File: src/rtl/wb_stl_pkg.sv
// Shared definitions for the Wishbone to serial-TL bridge: register offsets,
// STATUS/CTRL bit positions and the FIFO count-width helper.
package wb_stl_pkg;

  // Word offsets, decoded from wbs_adr_i[3:2]
  localparam logic [1:0] REG_TXDATA = 2'd0;
  localparam logic [1:0] REG_RXDATA = 2'd1;
  localparam logic [1:0] REG_STATUS = 2'd2;
  localparam logic [1:0] REG_CTRL   = 2'd3;

  localparam int ST_TX_FULL      = 0;
  localparam int ST_TX_EMPTY     = 1;
  localparam int ST_RX_FULL      = 2;
  localparam int ST_RX_EMPTY     = 3;
  localparam int ST_TX_OVF       = 4;
  localparam int ST_RX_UDF       = 5;
  localparam int ST_TX_COUNT_LSB = 8;
  localparam int ST_RX_COUNT_LSB = 17;
  localparam int ST_COUNT_BITS   = 9;

  localparam int CTRL_ENABLE = 0;
  localparam int CTRL_IRQ_EN = 1;
  localparam int CTRL_FLUSH  = 2;

  // Count must hold the value DEPTH itself, hence one bit beyond the pointer.
  function automatic int count_width(input int depth);
    return $clog2(depth) + 1;
  endfunction

endpackage

File: src/rtl/wb_stl_fifo.sv
// Synchronous FIFO with count and flush. No read bypass: a push into an empty
// FIFO becomes visible on rdata the following cycle.
module wb_stl_fifo
  import wb_stl_pkg::*;
#(
  parameter int WIDTH = 32,
  parameter int DEPTH = 8
) (
  input  logic                          clk,
  input  logic                          rst_n,
  input  logic                          flush,
  input  logic                          push,
  input  logic                          pop,
  input  logic [WIDTH-1:0]              wdata,
  output logic [WIDTH-1:0]              rdata,
  output logic                          full,
  output logic                          empty,
  output logic [count_width(DEPTH)-1:0] count
);

  localparam int AW = $clog2(DEPTH);
  localparam int CW = count_width(DEPTH);

  logic [WIDTH-1:0] mem [DEPTH];
  logic [AW-1:0]    wr_ptr;
  logic [AW-1:0]    rd_ptr;
  logic [CW-1:0]    cnt;
  logic             do_push;
  logic             do_pop;

  assign full  = (cnt == CW'(DEPTH));
  assign empty = (cnt == '0);
  assign count = cnt;
  assign rdata = mem[rd_ptr];

  // A full FIFO still takes a push when the same cycle frees a slot.
  assign do_pop  = pop & ~empty;
  assign do_push = push & (~full | do_pop);

  always_ff @(posedge clk or negedge rst_n) begin
    if (!rst_n) begin
      wr_ptr <= '0;
      rd_ptr <= '0;
      cnt    <= '0;
    end else if (flush) begin
      wr_ptr <= '0;
      rd_ptr <= '0;
      cnt    <= '0;
    end else begin
      if (do_push) wr_ptr <= wr_ptr + AW'(1);
      if (do_pop)  rd_ptr <= rd_ptr + AW'(1);
      cnt <= cnt + CW'(do_push) - CW'(do_pop);
    end
  end

  always_ff @(posedge clk) begin
    if (do_push && !flush) mem[wr_ptr] <= wdata;
  end

endmodule

File: src/rtl/wb_serial_tl_bridge.sv
// Wishbone classic slave exposing a TX and an RX FIFO toward a serial-TL
// link, with sticky error flags and an RX-data-available interrupt.
module wb_serial_tl_bridge
  import wb_stl_pkg::*;
#(
  parameter int W        = 32,
  parameter int TX_DEPTH = 8,
  parameter int RX_DEPTH = 8
) (
  input  logic          wb_clk_i,
  input  logic          wb_rst_ni,
  input  logic          wbs_cyc_i,
  input  logic          wbs_stb_i,
  input  logic          wbs_we_i,
  input  logic [31:0]   wbs_adr_i,
  input  logic [31:0]   wbs_dat_i,
  input  logic [3:0]    wbs_sel_i,
  output logic          wbs_ack_o,
  output logic [31:0]   wbs_dat_o,
  output logic          serial_tl_in_valid_o,
  input  logic          serial_tl_in_ready_i,
  output logic [W-1:0]  serial_tl_in_bits_o,
  input  logic          serial_tl_out_valid_i,
  output logic          serial_tl_out_ready_o,
  input  logic [W-1:0]  serial_tl_out_bits_i,
  output logic          irq_o
);

  localparam int TX_CW = count_width(TX_DEPTH);
  localparam int RX_CW = count_width(RX_DEPTH);

  logic             req;
  logic             wr_req;
  logic             rd_req;
  logic [1:0]       reg_sel;
  logic             wr_tx;
  logic             wr_status;
  logic             wr_ctrl;
  logic             rd_rx;
  logic             flush;

  logic             ctrl_enable;
  logic             ctrl_irq_en;
  logic             tx_ovf;
  logic             rx_udf;

  logic             tx_pop;
  logic             tx_full;
  logic             tx_empty;
  logic [TX_CW-1:0] tx_count;
  logic             rx_push;
  logic [W-1:0]     rx_rdata;
  logic             rx_full;
  logic             rx_empty;
  logic [RX_CW-1:0] rx_count;

  logic [31:0]      status;
  logic [31:0]      rd_data;
  logic             unused_ok;

  // Register actions happen in the request cycle; ack follows one cycle later.
  assign req       = wbs_cyc_i & wbs_stb_i & ~wbs_ack_o;
  assign wr_req    = req & wbs_we_i;
  assign rd_req    = req & ~wbs_we_i;
  assign reg_sel   = wbs_adr_i[3:2];
  assign wr_tx     = wr_req && (reg_sel == REG_TXDATA);
  assign wr_status = wr_req && (reg_sel == REG_STATUS);
  assign wr_ctrl   = wr_req && (reg_sel == REG_CTRL);
  assign rd_rx     = rd_req && (reg_sel == REG_RXDATA);
  assign flush     = wr_ctrl & wbs_dat_i[CTRL_FLUSH];

  assign serial_tl_in_valid_o  = ctrl_enable & ~tx_empty;
  assign serial_tl_out_ready_o = ctrl_enable & ~rx_full;
  assign tx_pop                = serial_tl_in_valid_o & serial_tl_in_ready_i;
  assign rx_push               = serial_tl_out_valid_i & serial_tl_out_ready_o;

  assign unused_ok = ^{wbs_sel_i, wbs_adr_i[31:4], wbs_adr_i[1:0], wbs_dat_i};

  wb_stl_fifo #(
    .WIDTH (W),
    .DEPTH (TX_DEPTH)
  ) u_tx_fifo (
    .clk   (wb_clk_i),
    .rst_n (wb_rst_ni),
    .flush (flush),
    .push  (wr_tx),
    .pop   (tx_pop),
    .wdata (wbs_dat_i[W-1:0]),
    .rdata (serial_tl_in_bits_o),
    .full  (tx_full),
    .empty (tx_empty),
    .count (tx_count)
  );

  wb_stl_fifo #(
    .WIDTH (W),
    .DEPTH (RX_DEPTH)
  ) u_rx_fifo (
    .clk   (wb_clk_i),
    .rst_n (wb_rst_ni),
    .flush (flush),
    .push  (rx_push),
    .pop   (rd_rx),
    .wdata (serial_tl_out_bits_i),
    .rdata (rx_rdata),
    .full  (rx_full),
    .empty (rx_empty),
    .count (rx_count)
  );

  always_comb begin
    status = '0;
    status[ST_TX_FULL]  = tx_full;
    status[ST_TX_EMPTY] = tx_empty;
    status[ST_RX_FULL]  = rx_full;
    status[ST_RX_EMPTY] = rx_empty;
    status[ST_TX_OVF]   = tx_ovf;
    status[ST_RX_UDF]   = rx_udf;
    status[ST_TX_COUNT_LSB +: TX_CW] = tx_count;
    status[ST_RX_COUNT_LSB +: RX_CW] = rx_count;
  end

  always_comb begin
    rd_data = '0;
    case (reg_sel)
      REG_RXDATA: if (!rx_empty) rd_data[W-1:0] = rx_rdata;
      REG_STATUS: rd_data = status;
      REG_CTRL: begin
        rd_data[CTRL_ENABLE] = ctrl_enable;
        rd_data[CTRL_IRQ_EN] = ctrl_irq_en;
      end
      default: rd_data = '0;
    endcase
  end

  always_ff @(posedge wb_clk_i or negedge wb_rst_ni) begin
    if (!wb_rst_ni) begin
      wbs_ack_o   <= 1'b0;
      wbs_dat_o   <= '0;
      ctrl_enable <= 1'b0;
      ctrl_irq_en <= 1'b0;
      tx_ovf      <= 1'b0;
      rx_udf      <= 1'b0;
      irq_o       <= 1'b0;
    end else begin
      wbs_ack_o <= req;
      wbs_dat_o <= rd_req ? rd_data : '0;
      if (wr_ctrl) begin
        ctrl_enable <= wbs_dat_i[CTRL_ENABLE];
        ctrl_irq_en <= wbs_dat_i[CTRL_IRQ_EN];
      end
      // A new event in the clearing cycle keeps the flag set.
      tx_ovf <= (tx_ovf & ~wr_status) | (wr_tx & tx_full & ~tx_pop);
      rx_udf <= (rx_udf & ~wr_status) | (rd_rx & rx_empty);
      irq_o  <= ctrl_irq_en & ~rx_empty;
    end
  end

endmodule
File: config.mk
export PLATFORM = sky130hd
export DESIGN_NAME = wb_serial_tl_bridge
export DESIGN_NICKNAME = d
export VERILOG_FILES = /design/src/rtl/wb_stl_pkg.sv /design/src/rtl/wb_stl_fifo.sv /design/src/rtl/wb_serial_tl_bridge.sv
export SDC_FILE = /design/constraint.sdc
export NUM_CORES = 1
export LEC_CHECK = 0
export ABC_AREA = 1
export CORE_ASPECT_RATIO = 0.9
export CORE_MARGIN = 4
export CORE_UTILIZATION = 60
export CTS_CLUSTER_SIZE = 24
export DETAILED_ROUTE_END_ITERATION = 6
export PLACE_DENSITY = 0.82
export SLEW_MARGIN = 25
export SYNTH_ARGS = -nofsm -noshare
export SYNTH_HDL_FRONTEND = slang
export SYNTH_SLANG_ARGS = --single-unit
export TNS_END_PERCENT = 5
File: constraint.sdc
create_clock -name wb_clk_i -period 8.4 [get_ports wb_clk_i]
set_clock_uncertainty 0.15 [all_clocks]
set_input_delay 2.52 -clock wb_clk_i [delete_from_list [all_inputs] [get_ports wb_clk_i]]
set_output_delay 2.52 -clock wb_clk_i [all_outputs]
set_load 0.01 [all_outputs]
==> impl_metrics.ini, run 1 <==
[die]
initial_core_util_pct = 61.26
fp.dieW_um = 214.4
io-pin-count = 175
die_area_mm2 = 0.04155
fp.dieH_um = 193.8
rows = 67
core_area_mm2 = 0.03756

[setup_path]
arrival_ns = 3.59
required_ns = 5.73
crit_type = flop to output pin
cp_max_fo = 92
max_stage_delay_ns = 0.77
cp_cell_sequence = clkinv_2, buf_4, buf_4, nor2_1, o21ai_0, nand2_1, nand2_1, clkdlybuf4s50_1
worst_setup_path_start_kind = flop
slowest_stage = buf_4
cp-end-kind = output pin

[sta]
finalHoldViolations = 0
tightest_slew_ns = 1.107
period_minus_slack_ns = 6.261
setup_viol = 0
grt_setup_unrepaired = no
maxSlewHeadroom_pct = 26.18
fmax_mhz = 159.7
fin_ws_ns = 2.140
drv_slew = 0
setup-tns-final_ns = 0
timing.final.crit_share_pct = 74.53

[outcome]
violations = design-rule violations
outcome = complete, but fails checks

[logic_synthesis]
ys_top_cells_by_area = edfxtp_1 (67%), dfrtp_1 (6.3%), nor2_1 (5.5%), o21ai_0 (5.5%), nand2_1 (5.0%)
ys_ff_latch = 570
yosysMostFrequentCell = edfxtp_1
synth-simple-area-share_pct = 13.44
synth.lib_cells_used.distinct = 33
synthCells = 1935
synthXorXnorAreaFrac_pct = 0.1903
syn_area_per_cell_um2 = 11.89
synthFlopType = edfxtp_1
synth_edf_count = 512
synth_area_leader_cell = edfxtp_1
yosys.area.top_type_share_pct = 66.83
synthAdderAreaFrac_pct = 1.207
synthArstFlopShare_pct = 10.18
synth_compound_area_share_pct = 7.597
netlist_area_mm2 = 0.02301
ys_seq_area_share_pct = 73.13
syn_nets = 2063
synth_top_family_by_area = simple AND/OR/NAND/NOR gates
yosysWarnings = 0
synth_mux_area_share_pct = 0
synthTopCellsByCount = edfxtp_1 (512), nor2_1 (339), nand2_1 (307), o21ai_0 (251), inv_1 (122)

[detailed_routing]
vias_per_cell = 5.724
wl_per_cell_um = 19.78
route.detailed.drc = 11
antenna_left = 0
vias = 14797
drtIter0Drc = 1524
drt_wl_total_um = 51120
firstDrtPassIters = 7

[hold_path]
min_path_type = flop to flop

[placement]
dpl.hpwl_um = 27190
placed_cells = 2483
port_buffers = 140
place_ws_ns = 2.825
place_congestion = 0.8142

[global_route]
grt_max_degree = 112
antenna_found_initial = 2
gr-total-overflow = 0
grt_pass1_wl_um = 78710
grt_pass1_vias = 14832
grt_usage_pct = 23.96

[clocking]
clk_latency_ns = 0.60
cts-resized-gates = 0
tritoncts = done
path_clk_slew_ns = 0.06
cts_buffer_depth = 3
cts_made_buffers = 54
postCtsSetupRepairBufs = 0
clock-sinks = 570
htreeDepth = 2
cts_hold_buf = 0
cts-root-buf = clkbuf_16

[cells_and_area]
areaGrowthSynthToFinish_pct = 15.91
stdcell_count = 2585
final_nets = 2184
post_route_cells_drive_above_1_share_pct = 7.092

[pwr]
irDropWorstVdd_mv = 0.1908
power_density_mw_per_mm2 = 312.5
power.static_leakage_nw = 9.815

[run]
max-cap-violations = 0
[per-stage QoR]
step	utilization (%)	hold slack [ns]	power, mW	cell area (um^2)
after CTS	70.99	0.3760	8.350	26660
after global routing	71.01	0.4053	8.772	26670
after global placement	66.03	0.3542	5.764	24800
after floorplan	-	0.3182	5.055	23010
after detailed placement	66.18	0.3619	5.877	24860
final	71.01	0.3717	8.332	26670
[area by class of cell]
| class | count | area, um^2 |
|---|---|---|
| Fill cell | 2394 | 10890 |
| Multi-Input combinational cell | 1134 | 5283 |
| Clock buffer | 65 | 1414 |
| Inverter | 128 | 483.0 |
| Sequential cell | 570 | 16840 |
| Clock inverter | 36 | 392.9 |
| Tap cell | 483 | 604.3 |
| Antenna cell | 1 | 2.502 |
| Timing Repair Buffer | 168 | 1650 |
[layout by cell type, fill, tap and decap left out, types with 2 or more instances in the layout]
master	instances
and3_1	2
o211ai_1	3
o21ai_1	50
clkinv_2	13
dfrtp_4	3
nand2_1	307
nor3_1	2
ha_1	19
nand3_1	97
inv_1	122
o21ai_0	251
clkbuf_16	55
edfxtp_1	512
inv_2	3
nor2_4	20
nor2_1	323
buf_16	2
nand2_2	5
inv_6	2
fa_1	2
clkinv_1	14
buf_4	25
clkdlybuf4s50_1	139
xor2_1	5
a21oi_1	21
nand3_2	4
clkbuf_1	10
dfrtp_1	54
bufinv_16	8
o22ai_1	16
[cell families (layout without fill, tap and decap cells)]
family,count (synthesis),count (layout)
AOI/OAI and AO/OA,343,343
adders and majority gates,21,21
DFF,570,570
xor gates and xnor gates,5,5
other,0,1
buffers and inverters,231,397
and+or+nand+nor,765,765
[critical path: cells and delay by family, from the launching register on]
kind                   cells  cell delay, ns
AO/OA/AOI/OAI              1            0.24
buffers and inverters      4            1.80
flip-flops                 1            0.60
AND/OR/NAND/NOR            3            0.34
[metal layers]
metal / global-route usage, % / up-vias / routed length, um / part of all wire [%]
met4: 7.683 / 2 / 1236 / 2.4
li1: - / 6900 / - / -
met5: 0 / - / 15 / 0.029
met3: 3.651 / 94 / 4126 / 8.1
met2: 40.50 / 655 / 25270 / 49
met1: 32.54 / 7146 / 20470 / 40
[state kept, by name, indices dropped and copies added, names as in the netlist]
signal            flops
u_rx_fifo.count       4
u_rx_fifo.mem       256
wbs_ack_o             1
wbs_dat_o            32
ctrl_irq_en           1
irq_o                 1
u_rx_fifo.rd_ptr      3
rx_udf                1
tx_ovf                1
ctrl_enable           1
u_tx_fifo.mem       256
u_tx_fifo.count       4
u_tx_fifo.rd_ptr      3
u_rx_fifo.wr_ptr      3
u_tx_fifo.wr_ptr      3
[final timing paths]
kind,start,to,slack [ns],cells past startpoint
worst max-delay path,u_tx_fifo.rd_ptr[0],serial_tl_in_bits_o[2],2.14,8
worst min-delay path,tx_ovf,tx_ovf,0.37,2
worst max register to register,u_rx_fifo.rd_ptr[0],wbs_dat_o[17],5.25,8
worst min register to register,tx_ovf,tx_ovf,0.37,2
max in group asynchronous,wb_rst_ni,u_rx_fifo.rd_ptr[0],5.42,2
min in group asynchronous,wb_rst_ni,wbs_dat_o[31],1.99,2
[where the power goes]
group / switching, mW / internal, mW
registers: 0.179 / 3.30
clock network: 1.03 / 1.45
logic: 1.53 / 0.849
Note: power is estimated with default switching activity, not from simulation.
==> inputs of run 2 (changes only) <==
CORE_UTILIZATION = 53   (was 60)
PLACE_DENSITY = 0.76   (was 0.82)
clock period = 5.1 ns   (was 8.4 ns; I/O delays follow)
==> run 2 against run 1 <==
Net effect:
- the run now ends clean
- hold slack improved by 0.0054 ns
- die area rose by 13%
- routed wire length fell by 2.0%
- global-route usage fell by 2.8 points
- combinational power rose by 68%
- critical path type unchanged
- largest power group unchanged
- highest routed layer unchanged
==> impl_metrics.ini, run 2 (same netlist as run 1, synthesis figures left out) <==
[outcome]
outcome = completed

[clocking]
cts-resized-gates = 0
cts_hold_buf = 0
cts_made_buffers = 55
cts-root-buf = clkbuf_16
tritoncts = done
path_clk_slew_ns = 0.06
cts_buffer_depth = 3
clk_latency_ns = 0.61
postCtsSetupRepairBufs = 0
clock-sinks = 570
htreeDepth = 2

[placement]
place_congestion = 0.8021
port_buffers = 140
dpl.hpwl_um = 26750

[cells_and_area]
final_nets = 2189
final_cell_mix = edfxtp_1 (512), nor2_1 (323), nand2_1 (307), o21ai_0 (251), clkdlybuf4s50_1 (139)
fin_util_pct = 62.54
post_route_cells_drive_above_1_share_pct = 7.265
final_common_cell = edfxtp_1
top_regs = u_rx_fifo.mem (256), u_tx_fifo.mem (256), wbs_dat_o (32)
areaGrowthSynthToFinish_pct = 16.81

[global_route]
grt_pass1_wl_um = 77110
gr-total-overflow = 0
grt_pass1_vias = 14347
grt_max_degree = 130
grt_usage_pct = 21.17
antenna_found_initial = 4

[setup_path]
crit_type = flop to output pin
cp_cell_sequence = clkinv_2, buf_4, o21ai_0, o21ai_0, nand2_1, nand2_1, clkdlybuf4s50_1
cp-end-kind = output pin
slowest_stage = clkdlybuf4s50_1
max_stage_delay_ns = 0.50
required_ns = 3.42
arrival_ns = 2.95
cp_max_fo = 43
worst_setup_path_start_kind = flop

[run]
max-cap-violations = 0

[die]
rows = 72
initial_core_util_pct = 53.54
fp.dieW_um = 227.6
fp.dieH_um = 205.7
core_area_mm2 = 0.04297
io-pin-count = 175
die_area_mm2 = 0.04681

[detailed_routing]
drtIter0Drc = 1413
vias = 14593
firstDrtPassIters = 6
wl_per_cell_um = 18.79
antenna_left = 0
route.detailed.drc = 0
drt_wl_total_um = 50090
vias_per_cell = 5.476

[pwr]
seqPwrFrac_pct = 41.4
power_density_mw_per_mm2 = 509.9
irDropWorstVdd_mv = 0.3636
power.static_leakage_nw = 9.849
switching_share_pct = 32.46
p_sw_mw = 4.448
p_clk_share_pct = 29.4
pwr-share-comb_pct = 29.2
p_int_mw = 9.256

[sta]
fmax_mhz = 215.9
period_minus_slack_ns = 4.632
finalHoldViolations = 0
setup-tns-final_ns = 0
drv_slew = 0
setup_viol = 0
timing.final.crit_share_pct = 90.81
grt_setup_unrepaired = no
tightest_slew_ns = 1.024
maxSlewHeadroom_pct = 31.63

[hold_path]
min_path_type = flop to flop
==> run 2: cell count changes in the layout (fill, tap and decap cells not counted), moves of 4 or more <==
cell / previous run / this run
buf_12: 0 / 9
clkbuf_1: 10 / 15
clkbuf_8: 0 / 5
clkinv_1: 14 / 10
clkinv_2: 13 / 9
==> run 2: layer usage <==
layer	track usage, %	up-vias	routed length, um
met5	0	-	13
met4	6.720	2	1010
met3	3.338	77	3152
met2	34.72	493	24360
met1	29.44	7108	21550
li1	-	6913	-
==> run 2: cell type report <==
| class | count | area [um^2] |
|---|---|---|
| repair buffers | 172 | 1749 |
| inverters | 128 | 484.2 |
| clock buffers | 77 | 1551 |
| well taps | 555 | 694.4 |
| clock inverters | 25 | 264.0 |
| fillers | 3107 | 16100 |
| flip-flops and latches | 570 | 16840 |
| multi-input cells | 1134 | 5283 |
| diodes | 4 | 10.01 |
==> run 2: worst paths after layout <==
| kind | from | endpoint | slack [ns] | cells past startpoint |
|---|---|---|---|---|
| worst max-delay path | u_tx_fifo.rd_ptr[0] | serial_tl_in_bits_o[30] | 0.47 | 7 |
| worst min-delay path | ctrl_irq_en | irq_o | 0.38 | 2 |
| worst max register to register | u_rx_fifo.rd_ptr[0] | wbs_dat_o[29] | 2.23 | 8 |
| worst min register to register | ctrl_irq_en | irq_o | 0.38 | 2 |
| max in group asynchronous | wb_rst_ni | u_rx_fifo.rd_ptr[0] | 3.00 | 2 |
| min in group asynchronous | wb_rst_ni | wbs_dat_o[13] | 0.87 | 1 |
==> run 2: power groups by stage <==
stage	sequential [mW]	combinational, mW	clock [mW]
2_1_floorplan	5.62	2.70	0
3_3_place_gp	5.75	3.83	0
3_5_place_dp	5.77	3.96	0
4_1_cts	5.67	4.01	4.08
5_1_grt	5.71	4.48	4.29
6_report	5.68	3.99	4.03
==> run 2: critical path, delay by kind of cell, from the launching register on <==
family	cells	cell delay, ns
flops	1	0.43
compound gates	2	0.38
buf+inv	3	1.40
simple gates	2	0.15
==> run 2: stage by stage <==
| stage | setup slack [ns] | total power, mW | instance area, um^2 | cells | hold WS [ns] |
|---|---|---|---|---|---|
| 2_1_floorplan | 0.9603 | 8.326 | 23010 | 1935 | 0.3182 |
| 3_3_place_gp | 1.029 | 9.585 | 25050 | 2559 | 0.3555 |
| 3_5_place_dp | 0.9978 | 9.730 | 25050 | 2559 | 0.3666 |
| 4_1_cts | 0.4316 | 13.77 | 26860 | 2661 | 0.3874 |
| 5_1_grt | 0.2990 | 14.48 | 26870 | 2664 | 0.4140 |
| 6_report | 0.4685 | 13.70 | 26870 | 2665 | 0.3771 |
==> inputs of run 3 (changes only) <==
REMOVE_ABC_BUFFERS = 1   (was not set)
SLEW_MARGIN = not set   (was 25)
==> run 3 against run 2 <==
Net effect:
- register-to-register slack lost 0.11 ns
- die area is the same
- global-route usage grew 0.37 points
- hold slack gained 0.011 ns
- utilization grew 0.16 points
- highest routed layer unchanged
==> impl_metrics.ini, run 3 (same netlist as run 1, synthesis figures left out) <==
[outcome]
outcome = completed

[setup_path]
critical_path_cell_count = 7
required_ns = 3.42
r2r_cells = 7
cp_top_family = buffers and inverters
crit_type = flop to output pin
max_stage_delay_ns = 0.55
slowest_stage = clkdlybuf4s50_1
cp-end-kind = output pin
path_common_cell = nand2_1
worstPathBufferInverterCount = 3
worst_setup_path_start_kind = flop
arrival_ns = 2.95
cp_max_fo = 45
cp_cell_sequence = clkinv_2, buf_4, nor2_1, o21ai_0, nand2_1, nand2_1, clkdlybuf4s50_1

[detailed_routing]
vias = 14798
wl_per_cell_um = 19.06
drtIter0Drc = 1275
route.detailed.drc = 0
antenna_left = 0
vias_per_cell = 5.546
firstDrtPassIters = 7
drt_wl_total_um = 50860

[die]
die_area_mm2 = 0.04681
fp.dieH_um = 205.7
initial_core_util_pct = 53.54
fp.dieW_um = 227.6
rows = 72
io-pin-count = 175
core_area_mm2 = 0.04297

[pwr]
switching_share_pct = 32.58
pwr-share-comb_pct = 29.0
p_sw_mw = 4.470
power_density_mw_per_mm2 = 509.3
seqPwrFrac_pct = 41.7
irDropWorstVdd_mv = 0.4273
p_int_mw = 9.252
power_mw = 13.72
power.static_leakage_nw = 9.891
p_clk_share_pct = 29.3

[clocking]
tritoncts = done
cts_buffer_depth = 3
cts-root-buf = clkbuf_16
postCtsSetupRepairBufs = 0
cts-resized-gates = 0
clock-sinks = 570
clk_latency_ns = 0.60
htreeDepth = 2
path_clk_slew_ns = 0.06
cts_made_buffers = 54
cts_hold_buf = 0

[sta]
drv_slew = 0
tightest_slew_ns = 1.045
timing.final.crit_share_pct = 90.83
setup-tns-final_ns = 0
setup_viol = 0
timing.hold.ws_ns = 0.3880
period_minus_slack_ns = 4.632
finalHoldViolations = 0
fmax_mhz = 215.9
grt_setup_unrepaired = no
maxSlewHeadroom_pct = 30.30

[cells_and_area]
final_cell_mix = edfxtp_1 (512), nor2_1 (323), nand2_1 (307), o21ai_0 (251), clkdlybuf4s50_1 (139)
areaGrowthSynthToFinish_pct = 17.10
final_nets = 2193
post_route_cells_drive_above_1_share_pct = 7.725
nFillCells = 3083
top_regs = u_rx_fifo.mem (256), u_tx_fifo.mem (256), wbs_dat_o (32)
final_common_cell = edfxtp_1

[placement]
dpl.hpwl_um = 28000
port_buffers = 140
place_congestion = 0.7995

[hold_path]
whs_path_depth = 1
min_path_type = flop to flop

[global_route]
grt_usage_pct = 21.54
antenna_found_initial = 3
grt_pass1_wl_um = 78140
grt_max_degree = 130
grt_pass1_vias = 14552
gr-total-overflow = 0

[run]
max-cap-violations = 0
==> run 3: final cells by class <==
class                           count  area (um^2)  share of cell area [%]
Sequential cell                   570        16840                   62.50
Clock inverter                     28        316.6                   1.175
Multi-Input combinational cell   1134         5283                   19.61
Timing Repair Buffer              177         1837                   6.817
Tap cell                          555        694.4                   2.577
Clock buffer                       73         1483                   5.503
Inverter                          128        483.0                   1.793
Antenna cell                        3        7.507                 0.02786
==> run 3: worst reg2reg max path, cell delays in order, from the launching register on <==
cell      delay, ns
dfrtp_4        0.89
clkinv_2       0.80
buf_12         0.43
nand2_1        0.10
nand3_1        0.07
nand3_1        0.15
nand3_1        0.15
a21oi_1        0.18
==> run 3: final timing paths <==
path	slack, ns	to	startpoint
max in group asynchronous	2.95	u_tx_fifo.rd_ptr[0]	wb_rst_ni
setup / recovery	0.47	serial_tl_in_bits_o[20]	u_tx_fifo.rd_ptr[0]
setup reg to reg	2.12	wbs_dat_o[9]	u_rx_fifo.rd_ptr[0]
hold reg to reg	0.39	wbs_ack_o	wbs_ack_o
hold / removal	0.39	wbs_ack_o	wbs_ack_o
min in group asynchronous	0.88	wbs_dat_o[21]	wb_rst_ni
==> run 3: per-layer routing <==
| layer | share of wire (%) | wire, um | track usage, % |
|---|---|---|---|
| met2 | 49 | 24790 | 35.41 |
| met3 | 7.7 | 3919 | 3.937 |
| met4 | 2.3 | 1150 | 6.547 |
| met1 | 41 | 20990 | 29.66 |
| met5 | 0.014 | 7 | 0 |
==> run 3: power groups by stage <==
stage,combinational [mW],clock [mW],sequential [mW]
finish,3.98,4.03,5.72
global route,4.46,4.27,5.75
CTS,4.00,4.08,5.71
detailed placement,3.96,0,5.81
global placement,3.83,0,5.79
floorplan,2.16,0,5.94
==> run 3: through the flow <==
stage | instances | instance area (um^2) | util (%) | setup WS [ns]
global route | 2667 | 26940 | 62.69 | 0.2559
detailed placement | 2564 | 25140 | 58.49 | 0.7817
floorplan | 1832 | 22470 | - | -0.4027
global placement | 2564 | 25140 | 58.49 | 0.8623
finish | 2668 | 26940 | 62.70 | 0.4678
CTS | 2665 | 26930 | 62.68 | 0.4373
